==> config.mk <==
export PLATFORM = sky130hd
export DESIGN_NAME = pipe_stage_slice
export DESIGN_NICKNAME = d
export VERILOG_FILES = /design/src/rtl/pipe_pkg.sv /design/src/rtl/perf_counter.sv /design/src/rtl/pipe_stage_slice.sv
export SDC_FILE = /design/constraint.sdc
export NUM_CORES = 1
export LEC_CHECK = 0
export BUFFER_PORTS_ARGS = -buffer_cell sky130_fd_sc_hd__buf_2
export CELL_PAD_IN_SITES_DETAIL_PLACEMENT = 2
export CELL_PAD_IN_SITES_GLOBAL_PLACEMENT = 2
export CORE_MARGIN = 8
export CORE_UTILIZATION = 29
export DETAILED_ROUTE_END_ITERATION = 8
export GPL_ROUTABILITY_DRIVEN = 0
export PLACE_DENSITY_LB_ADDON = 0.15
export RECOVER_POWER = 100
export SLEW_MARGIN = 15
export SYNTH_ARGS = -nofsm -noshare
export SYNTH_HDL_FRONTEND = slang
export SYNTH_SLANG_ARGS = --single-unit
export TNS_END_PERCENT = 30
==> constraint.sdc <==
create_clock -name clk -period 1.9 [get_ports clk]
set_input_delay 0.095 -clock clk [delete_from_list [all_inputs] [get_ports clk]]
set_output_delay 0.095 -clock clk [all_outputs]
set_load 0.02 [all_outputs]
==> src/rtl/pipe_pkg.sv <==
// rtl/pipe_pkg.sv - shared types for the pipe_stage_slice valid/ready register slice
//
// Purpose: buffering-mode selector, skid-buffer state encoding and occupancy
// width shared by pipe_stage_slice and its testbench.
// Ports: none (package).

package pipe_pkg;

    // Buffering style of one slice.
    typedef enum logic {
        PIPE_MODE = 1'b0,   // one entry, combinational s_ready
        SKID_MODE = 1'b1    // two entries, registered s_ready
    } mode_e;

    // Number of beats held by the skid buffer.
    typedef enum logic [1:0] {
        EMPTY = 2'd0,
        ONE   = 2'd1,
        TWO   = 2'd2
    } skid_state_e;

    localparam int unsigned OCC_W = 2;

    typedef logic [OCC_W-1:0] occ_t;

    // Number of held beats for a given skid state.
    function automatic occ_t skid_occ(input skid_state_e st);
        occ_t occ;
        case (st)
            ONE:     occ = occ_t'(1);
            TWO:     occ = occ_t'(2);
            default: occ = occ_t'(0);
        endcase
        return occ;
    endfunction

endpackage

==> src/rtl/perf_counter.sv <==
// rtl/perf_counter.sv - wrapping event counter with synchronous clear
//
// Purpose: counts cycles on which inc is high, wrapping modulo 2^CNT_W.
//          clr wins over inc in the same cycle.
// Ports:
//   clk    in   1      clock
//   rst_n  in   1      asynchronous active-low reset (count -> 0)
//   inc    in   1      increment this cycle
//   clr    in   1      synchronous clear
//   count  out  CNT_W  current count

module perf_counter #(
    parameter int unsigned CNT_W = 32
) (
    input  logic             clk,
    input  logic             rst_n,
    input  logic             inc,
    input  logic             clr,
    output logic [CNT_W-1:0] count
);

    logic [CNT_W-1:0] count_q;
    logic [CNT_W-1:0] count_d;

    always_comb begin
        count_d = count_q;
        if (clr) begin
            count_d = '0;
        end else if (inc) begin
            count_d = count_q + CNT_W'(1);
        end
    end

    always_ff @(posedge clk or negedge rst_n) begin
        if (!rst_n) begin
            count_q <= '0;
        end else begin
            count_q <= count_d;
        end
    end

    assign count = count_q;

endmodule

==> src/rtl/pipe_stage_slice.sv <==
// rtl/pipe_stage_slice.sv - parametrised valid/ready pipeline slice with flush and perf counters
//
// Purpose: carries a DATA_W payload across a valid/ready boundary, either as a
//          plain one-entry pipeline register (MODE=0) or as a two-entry skid
//          buffer with registered s_ready (MODE=1). flush kills every held
//          entry; two counters track completed beats and stalled cycles.
// Ports:
//   clk        in   1       clock
//   rst_n      in   1       asynchronous active-low reset
//   flush      in   1       synchronous kill of every held entry
//   s_valid    in   1       upstream beat valid
//   s_ready    out  1       slice can accept an upstream beat
//   s_data     in   DATA_W  upstream payload
//   m_valid    out  1       downstream beat valid
//   m_ready    in   1       downstream accepts
//   m_data     out  DATA_W  downstream payload
//   occupancy  out  2       number of held entries
//   cnt_clr    in   1       synchronous clear of both counters
//   xfer_cnt   out  CNT_W   completed m_valid&m_ready beats
//   stall_cnt  out  CNT_W   cycles with m_valid&!m_ready

module pipe_stage_slice
    import pipe_pkg::*;
#(
    parameter int unsigned        DATA_W    = 32,
    parameter int unsigned        MODE      = 0,
    parameter logic [DATA_W-1:0]  RESET_VAL = '0,
    parameter int unsigned        CNT_W     = 32
) (
    input  logic              clk,
    input  logic              rst_n,
    input  logic              flush,
    input  logic              s_valid,
    output logic              s_ready,
    input  logic [DATA_W-1:0] s_data,
    output logic              m_valid,
    input  logic              m_ready,
    output logic [DATA_W-1:0] m_data,
    output occ_t              occupancy,
    input  logic              cnt_clr,
    output logic [CNT_W-1:0]  xfer_cnt,
    output logic [CNT_W-1:0]  stall_cnt
);

    localparam mode_e MODE_SEL = (MODE == 0) ? PIPE_MODE : SKID_MODE;

    logic xfer;
    logic stall;

    if (MODE_SEL == PIPE_MODE) begin : g_pipe

        logic              valid_q;
        logic              valid_d;
        logic [DATA_W-1:0] data_q;
        logic [DATA_W-1:0] data_d;
        logic              accept;

        // Ready when empty or when the held beat leaves this cycle, which is
        // what gives full throughput with a single entry.
        assign s_ready = !valid_q || m_ready;
        assign accept  = s_valid && s_ready;

        always_comb begin
            valid_d = valid_q;
            data_d  = data_q;
            if (accept && !flush) begin
                data_d = s_data;
            end
            if (flush) begin
                valid_d = 1'b0;
            end else if (accept) begin
                valid_d = 1'b1;
            end else if (m_ready) begin
                valid_d = 1'b0;
            end
        end

        always_ff @(posedge clk or negedge rst_n) begin
            if (!rst_n) begin
                valid_q <= 1'b0;
                data_q  <= RESET_VAL;
            end else begin
                valid_q <= valid_d;
                data_q  <= data_d;
            end
        end

        assign m_valid   = valid_q;
        assign m_data    = data_q;
        assign occupancy = {1'b0, valid_q};

    end else begin : g_skid

        skid_state_e       state_q;
        skid_state_e       state_d;
        logic [DATA_W-1:0] main_q;
        logic [DATA_W-1:0] main_d;
        logic [DATA_W-1:0] skid_q;
        logic [DATA_W-1:0] skid_d;
        logic              s_ready_q;
        logic              s_ready_d;
        logic              accept;
        logic              pop;

        // main_q always holds the oldest beat and drives m_data; skid_q only
        // holds the beat that arrived while the output was stalled.
        assign accept = s_valid && s_ready_q;
        assign pop    = (state_q != EMPTY) && m_ready;

        always_comb begin
            state_d = state_q;
            main_d  = main_q;
            skid_d  = skid_q;
            case (state_q)
                EMPTY: begin
                    if (accept) begin
                        state_d = ONE;
                        main_d  = s_data;
                    end
                end
                ONE: begin
                    if (accept && !pop) begin
                        state_d = TWO;
                        skid_d  = s_data;
                    end else if (accept && pop) begin
                        main_d  = s_data;
                    end else if (pop) begin
                        state_d = EMPTY;
                    end
                end
                TWO: begin
                    if (pop) begin
                        state_d = ONE;
                        main_d  = skid_q;
                    end
                end
                default: begin
                    state_d = EMPTY;
                end
            endcase
            // Flush only invalidates; payload registers keep whatever they
            // were loaded with.
            if (flush) begin
                state_d = EMPTY;
            end
            s_ready_d = (state_d != TWO);
        end

        always_ff @(posedge clk or negedge rst_n) begin
            if (!rst_n) begin
                state_q   <= EMPTY;
                main_q    <= RESET_VAL;
                skid_q    <= RESET_VAL;
                s_ready_q <= 1'b1;
            end else begin
                state_q   <= state_d;
                main_q    <= main_d;
                skid_q    <= skid_d;
                s_ready_q <= s_ready_d;
            end
        end

        assign s_ready   = s_ready_q;
        assign m_valid   = (state_q != EMPTY);
        assign m_data    = main_q;
        assign occupancy = skid_occ(state_q);

    end

    assign xfer  = m_valid && m_ready;
    assign stall = m_valid && !m_ready;

    perf_counter #(
        .CNT_W (CNT_W)
    ) u_xfer_cnt (
        .clk   (clk),
        .rst_n (rst_n),
        .inc   (xfer),
        .clr   (cnt_clr),
        .count (xfer_cnt)
    );

    perf_counter #(
        .CNT_W (CNT_W)
    ) u_stall_cnt (
        .clk   (clk),
        .rst_n (rst_n),
        .inc   (stall),
        .clr   (cnt_clr),
        .count (stall_cnt)
    );

endmodule

-- After elaboration in Yosys (flattened, before gate mapping)
Index checks and enable logic that the tools add are counted.
- register bits after elaboration: 97
- input bits: 38
- output and inout port bits: 100
- $add $sub $neg: 2
- multiplexer cells: 7
- reductions and logical operators: 11
- operators with widths (operator ; number):
    32-bit 2-to-1 mux ; 4
    32-bit by 1-bit adder with 32-bit output, second input constant ; 2
    1-bit logical AND ; 4
    2-bit nonzero test ; 2
    1-bit zero test ; 3
    1-bit 2-to-1 mux ; 3
    3-bit nonzero test ; 1
    1-bit logical OR ; 1

-- Longest topological paths before layout
Gate-level depths: netlist of run 1.
- depth in word-level cells: 5
- mapped depth: 7
- mapped depth without buffers: 5

-- Modules after synthesis
A second synthesis of run 1 with hierarchy kept.
- cells, all modules: 436
- area total of the unflattened synthesis: 4683.2 µm²
- by module, submodules not included (module ; instances ; cells an instance ; area each (µm²) ; sequential area each (µm²)):
    perf_counter (u_stall_cnt) ; 1 ; 183 ; 1714.1 ; 800.8
    perf_counter (u_xfer_cnt) ; 1 ; 176 ; 1680.4 ; 800.8
    pipe_stage_slice ; 1 ; 77 ; 1288.7 ; 825.8

-- Least setup slack after synthesis of run 1
Ideal clock, no wire load.
- path type: reg-to-reg
- start: reg u_stall_cnt.count_q[17], in the netlist u_stall_cnt.count[17]
- end: reg u_stall_cnt.count_q[27], in the netlist u_stall_cnt.count[27]
- arrival: 1.979 ns
- slack: -0.203 ns
- cell stages (with the launch flop): 6
- clock period less this slack: 2.103 ns
- cell sequence: dfrtp_1 nand4_2 or4_4 buf_6 nor4_1 mux2_2
- longest elaborated chain between the ends: 3
- ends and longest elaborated chain (item ; line ; source):
    start, declared ; perf_counter.sv:22 ; logic [CNT_W-1:0] count_q;
    start signal, assigned ; perf_counter.sv:38 ; count_q <= count_d;
    32-bit by 1-bit adder with 32-bit output ; perf_counter.sv:30 ; count_d = count_q + CNT_W'(1);
    32-bit 2-to-1 mux ; perf_counter.sv:29 ; end else if (inc) begin
    32-bit 2-to-1 mux ; perf_counter.sv:27 ; if (clr) begin
Every way passes these cells. The select of a mux whose other input is x is not followed.
A chain may end at the register's enable or synchronous reset.

-- Final worst setup path of run 1
- start: reg u_stall_cnt.count_q[20], in the netlist u_stall_cnt.count[20]
- end: reg u_stall_cnt.count_q[29], in the netlist u_stall_cnt.count[29]
Same word-level chain as after synthesis.

==> metrics.yaml, run 1 <==
yosys.area.top_type: "dfrtp_1"
num_vias: 4374
numCtsBuffers: 9
cts.reportedPaths.clkPinSlew_ns: 0.07
outcome: "finished with violations"
drc: 0
reg2regPathDepth: 4
drtIter0Drc: 116
fillers: 1762
clk_latency_ns: 0.35
hold_viol: 0
area_delta_synth_final_pct: 43.47
tightest_slew_ns: 1.059
start_util: 0.2949
synth_commonest_cells: "dfrtp_1 (97), mux2_2 (41), a21oi_1 (36)"
synth_edf_count: 0
syn_area_um2: 4668
grt_pass1_wl_um: 27130
power_density_nw_per_um2: 694.4
rsz0062_at_grt: "true"
drt-pass1-iter-count: 4
p_total_mw: 4.651
drive_gt1_frac: 0.3601
dp_hpwl_um: 11840
maxSlewHeadroom: 0.2943
avgSynthCellArea_um2: 10.59
routed_wl_um: 16780
r2r_slack_ns: -0.006
slowest_stage: "or4_4"
start_kind: "flip-flop"
cp-endpoint: "u_stall_cnt.count[29]"
dieArea_um2: 20410
root_buffer: "clkbuf_16"
finalSetupViolations: 2
timing.final.ws_setup_ns: -0.006281
crit_type: "reg -> reg"
min_period_over_period: 1.003
end_kind: "flip-flop"
drv_slew: 0
p_leak_nw: 2.937
arrival_ns: 2.15
yosysMostFrequentCell: "dfrtp_1"
cts_sinks: 97
setup_tns_ns: -0.009368
post_drt_wl_per_cell_um: 19.13
critPathTopFamily: "simple AND/OR/NAND/NOR gates"
ios: 138
slowest_delay_ns: 0.55
required_ns: 2.14
irDropWorstVdd_v: 0.0004202
tritoncts: "done"
track_usage: 0.1710
hold_start: "m_ready"
rows: 46
yosys.cell_types.count: 36
numPortBuffers: 136
hold_class: "in -> reg"
period_needed_ns: 1.906
syn_inst: 441
dieWidth_um: 142.9
cp_num_buf_inv: 0
nets: 698
antennaDiodeCount: 0
grt_antenna_before_repair: 1
synth_nets: 481
max-clock-path-buffers: 2
finalClockSkew_ns: 0.01262
synthArstFlopShare: 1.000
grt_start_max_net_pins: 42
htreeDepth: 3
crit_chain: "nand4_4 > or4_4 > nor4_2 > mux2_2"
timing.rr.end: "u_stall_cnt.count[29]"
violations: "setup timing"
ant_nets: 0
ys_seq_elements: 97
yosys_most_used_dff: "dfrtp_1"
synth.area.top_cells: "dfrtp_1 (52%), mux2_2 (9.9%), a21oi_1 (3.9%)"
synth-seq-area-share: 0.5200
ys_warn_count: 0
routed_via_density: 4.987
worstPathMaxFanout: 10
worst_r2r_startpoint: "u_stall_cnt.count[20]"
die_h_um: 142.9
critical_path.startpoint: "u_stall_cnt.count[20]"
max_freq_ghz: 0.5246
synth_top_area_frac: 0.5200
overflow: 0
cp.depth: 4
coreArea_um2: 15830
drv_cap: 0
grt_pass1_vias: 5013
[cell families (layout without fill, tap and decap cells)]
| family | after synthesis | count (layout) | share of synthesized area |
|---|---|---|---|
| AND/OR/NAND/NOR | 175 | 175 | 0.2144 |
| adder cells (fa/ha/maj) | 2 | 2 | 0.005360 |
| other | 1 | 1 | 0.0008033 |
| AO/OA/AOI/OAI | 69 | 69 | 0.08523 |
| multiplexers | 41 | 41 | 0.09890 |
| flip-flops | 97 | 97 | 0.5200 |
| XOR/XNOR | 20 | 20 | 0.03752 |
| buffers and inverters | 36 | 256 | 0.03779 |
[how the worst min path moves through the flow]
| stage | endpoint | slack [ns] | depth (start not counted) |
|---|---|---|---|
| CTS | u_stall_cnt.count[1] | 0.21 | 4 |
| global placement | m_data[29] | 0.12 | 1 |
| detailed placement | m_data[0] | 0.12 | 1 |
| global route | u_stall_cnt.count[1] | 0.18 | 4 |
| finish | u_stall_cnt.count[1] | 0.15 | 4 |
| floorplan | m_data[0] | -0.20 | 0 |
[stage by stage]
stage	util	cell area (um^2)	setup slack [ns]	hold slack, ns	std cells
2_1_floorplan	-	4718	-0.07495	-0.2006	441
3_3_place_gp	0.3814	6037	0.01946	0.1169	826
3_5_place_dp	0.3814	6037	-0.03820	0.1220	826
4_1_cts	0.4221	6681	-0.009457	0.2094	876
5_1_grt	0.4232	6698	-0.09012	0.1760	877
6_report	0.4232	6698	-0.006281	0.1465	877
[state kept, by name (all words and copies together), names as in the netlist]
register / flops
u_xfer_cnt.count: 32
m_data: 32
u_stall_cnt.count: 32
m_valid: 1
[power by group]
group | total [mW] | switching, mW | internal (mW)
clock | 1.74 | 0.802 | 0.942
combinational | 0.647 | 0.395 | 0.252
sequential | 2.26 | 0.0737 | 2.19
total | 4.65 | 1.27 | 3.38
[tightest hold or removal path, delay by kind of cell]
| kind | cells | cell delay (ns) |
|---|---|---|
| and+or+nand+nor | 2 | 0.18 |
| buffers and inverters | 1 | 0.13 |
| AOI/OAI and AO/OA | 1 | 0.05 |
[per-layer routing]
metal  track usage  up-vias  wire length (um)
met5             0        -                13
met4       0.05593        2               236
met3       0.05543       16              1165
met2        0.2911       98              8292
met1        0.1992     2213              7068
li1              -     2045                 -
[area by class of cell]
type,instances,area (um^2),share of cell area
Clock buffer,11,252.7,0.03774
Tap cell,216,270.3,0.04035
Multi-Input combinational cell,308,2201,0.3286
Timing Repair Buffer,236,1493,0.2229
Sequential cell,97,2441,0.3645
Clock inverter,3,17.52,0.002615
Inverter,6,22.52,0.003363
[placed cells by master (no fill, tap or decap), types with 2 or more instances in the layout]
cell type      instances
clkinv_2               2
and4_1                 6
buf_2                 83
buf_12                 3
or4_4                  2
a21oi_2                2
or3_2                  2
nor4_4                 3
inv_1                  6
nand2_1               22
nor2b_1                8
dfrtp_2               11
nor4_2                 3
clkbuf_8               2
clkbuf_1              52
o31ai_1               21
nand3_1               21
a21oi_1               34
xnor2_1                7
clkbuf_2               2
nor4_1                 4
nand4_1               17
nor2_1                32
clkbuf_16              9
and3_1                 6
and2_1                 3
or4_1                 20
buf_4                 59
dfrtp_1               86
or3_1                 11
nor3_1                 3
mux2_2                40
o21ai_0               12
xor2_1                13
dlygate4sd3_1         35
[repair_timing]
action                                 4_1_cts  5_1_grt
setup endpoints to repair                    9       23
cloned                                       0        0
endpoints found under the hold margin       67        0
resized for setup                            3       19
hold buffers                                35        0
pin swaps                                    0        7
buffers inserted                             1        1
(Power assumes the default switching activity.)
==> inputs of run 2 (changes only) <==
Settings changed: BUFFER_PORTS_ARGS -buffer_cell sky130_fd_sc_hd__buf_2 to not set, CORE_UTILIZATION 29 to 35, DONT_BUFFER_PORTS set to 1.
==> run 2 against run 1 <==
Against the previous run: the run ends with hold timing, setup timing left; core utilization increased by 5.7 points; sequential power increased by 8%; cell area decreased by 5.8%; clock power increased by 9%.
==> metrics.yaml, run 2 (synthesis gave the netlist of run 1 again) <==
grt_util_met1: 0.2099
use_met2: 0.3363
routed_wl_um: 16840
rows: 42
top_usage_layer: "met2"
routed_via_density: 5.492
drive_gt1_frac: 0.2885
finalSetupViolations: 1
drv_slew: 0
rsz0062_at_grt: "true"
root_buffer: "clkbuf_16"
fin_util: 0.4805
numPortBuffers: 0
min_period_over_period: 1.012
crit_chain: "nand3_2 > or4_4 > nor4_1 > mux2_2"
overflow: 0
end_kind: "flip-flop"
finalClockSkew_ns: 0.01030
slowest_delay_ns: 0.58
stdcell_count: 748
final_cell_mix: "dfrtp_1 (83), buf_4 (65), dlygate4sd3_1 (45)"
timing.final.ws_setup_ns: -0.02338
hold_viol: 98
max_freq_ghz: 0.5199
hold_class: "in -> async"
max-clock-path-buffers: 2
num_vias: 4108
crit_type: "reg -> reg"
ios: 138
drv_cap: 0
tritoncts: "done"
grt_pass1_wl_um: 26820
die_h_um: 131.5
dieArea_um2: 17290
clk_latency_ns: 0.36
coreArea_um2: 13140
power_density_nw_per_um2: 734.6
setup_tns_ns: -0.02338
maxSlewHeadroom: 0.6507
tightest_slew_ns: 0.5239
antennaDiodeCount: 0
required_ns: 2.15
dieWidth_um: 131.5
htreeDepth: 3
arrival_ns: 2.17
grt_start_max_net_pins: 98
start_util: 0.3553
outcome: "finished with violations"
ant_nets: 0
post_drt_wl_per_cell_um: 22.52
slowest_stage: "or4_4"
numCtsBuffers: 9
dp_hpwl_um: 10480
nets: 608
period_needed_ns: 1.923
cts.reportedPaths.clkPinSlew_ns: 0.07
hold_slack_ns: -0.5747
drt-pass1-iter-count: 4
irDropWorstVdd_v: 0.0005133
start_kind: "flip-flop"
drc: 0
drtIter0Drc: 134
area_delta_synth_final_pct: 35.22
violations: "hold timing, setup timing"
grt_antenna_before_repair: 0
use_met3: 0.07774
track_usage: 0.1938
placed_cells: 676
layout_commonest_cell: "dfrtp_1"
p_leak_nw: 2.579
grt_pass1_vias: 4668
cts_sinks: 97
worstPathMaxFanout: 10
==> run 2: layout make-up <==
cell class	count	area (um^2)
Fill cell	1358	6825
Sequential cell	97	2445
Multi-Input combinational cell	308	2171
Timing Repair Buffer	146	1161
Clock buffer	9	225.2
Tap cell	176	220.2
Clock inverter	6	67.56
Inverter	6	22.52
==> run 2: worst paths after layout <==
kind                            slack [ns]                     to                  start  depth (start not counted)
worst max-delay path                 -0.02  u_stall_cnt.count[27]  u_stall_cnt.count[14]                          4
worst min-delay path                 -0.57  u_stall_cnt.count[30]                  rst_n                          0
worst max register to register       -0.02  u_stall_cnt.count[27]  u_stall_cnt.count[14]                          4
worst min register to register        0.63  u_stall_cnt.count[14]  u_stall_cnt.count[14]                          2
max in group asynchronous             2.33                m_valid                  rst_n                          0
min in group clk                         0  u_stall_cnt.count[25]                cnt_clr                          2
==> run 2: stage by stage <==
stage / area [um^2] / total power, mW / setup slack (ns)
after detailed placement: 5487 / 2.668 / -0.07858
after global placement: 5487 / 2.651 / 0.02021
after floorplan: 4718 / 2.619 / -0.07495
after global routing: 6312 / 4.800 / -0.07239
final: 6312 / 4.637 / -0.02338
after CTS: 6256 / 4.614 / -0.02795
==> run 2: routing by layer <==
layer  vias up  part of all wire
met4         0             0.015
met1      2115              0.38
met5         -                 0
met3        19             0.093
li1       1872                 -
met2       102              0.51
==> run 2: what timing repair did <==
item,CTS,global route
endpoints found under the setup margin,8,27
hold buffers,45,1
gates resized for setup,4,19
pin swaps,2,4
setup buffers,2,9
hold endpoints to repair,190,146
==> run 2: power breakdown <==
group / switching (mW) / total, mW / internal (mW)
clock: 0.864 / 1.89 / 1.02
sequential: 0.255 / 2.44 / 2.18
combinational: 0.127 / 0.313 / 0.186
total: 1.25 / 4.64 / 3.39
==> run 2: worst max-delay path: cells and delay by family (launching register included) <==
family           cells  cell delay [ns]
and+or+nand+nor      3             1.04
DFF                  1             0.41
muxes                1             0.37
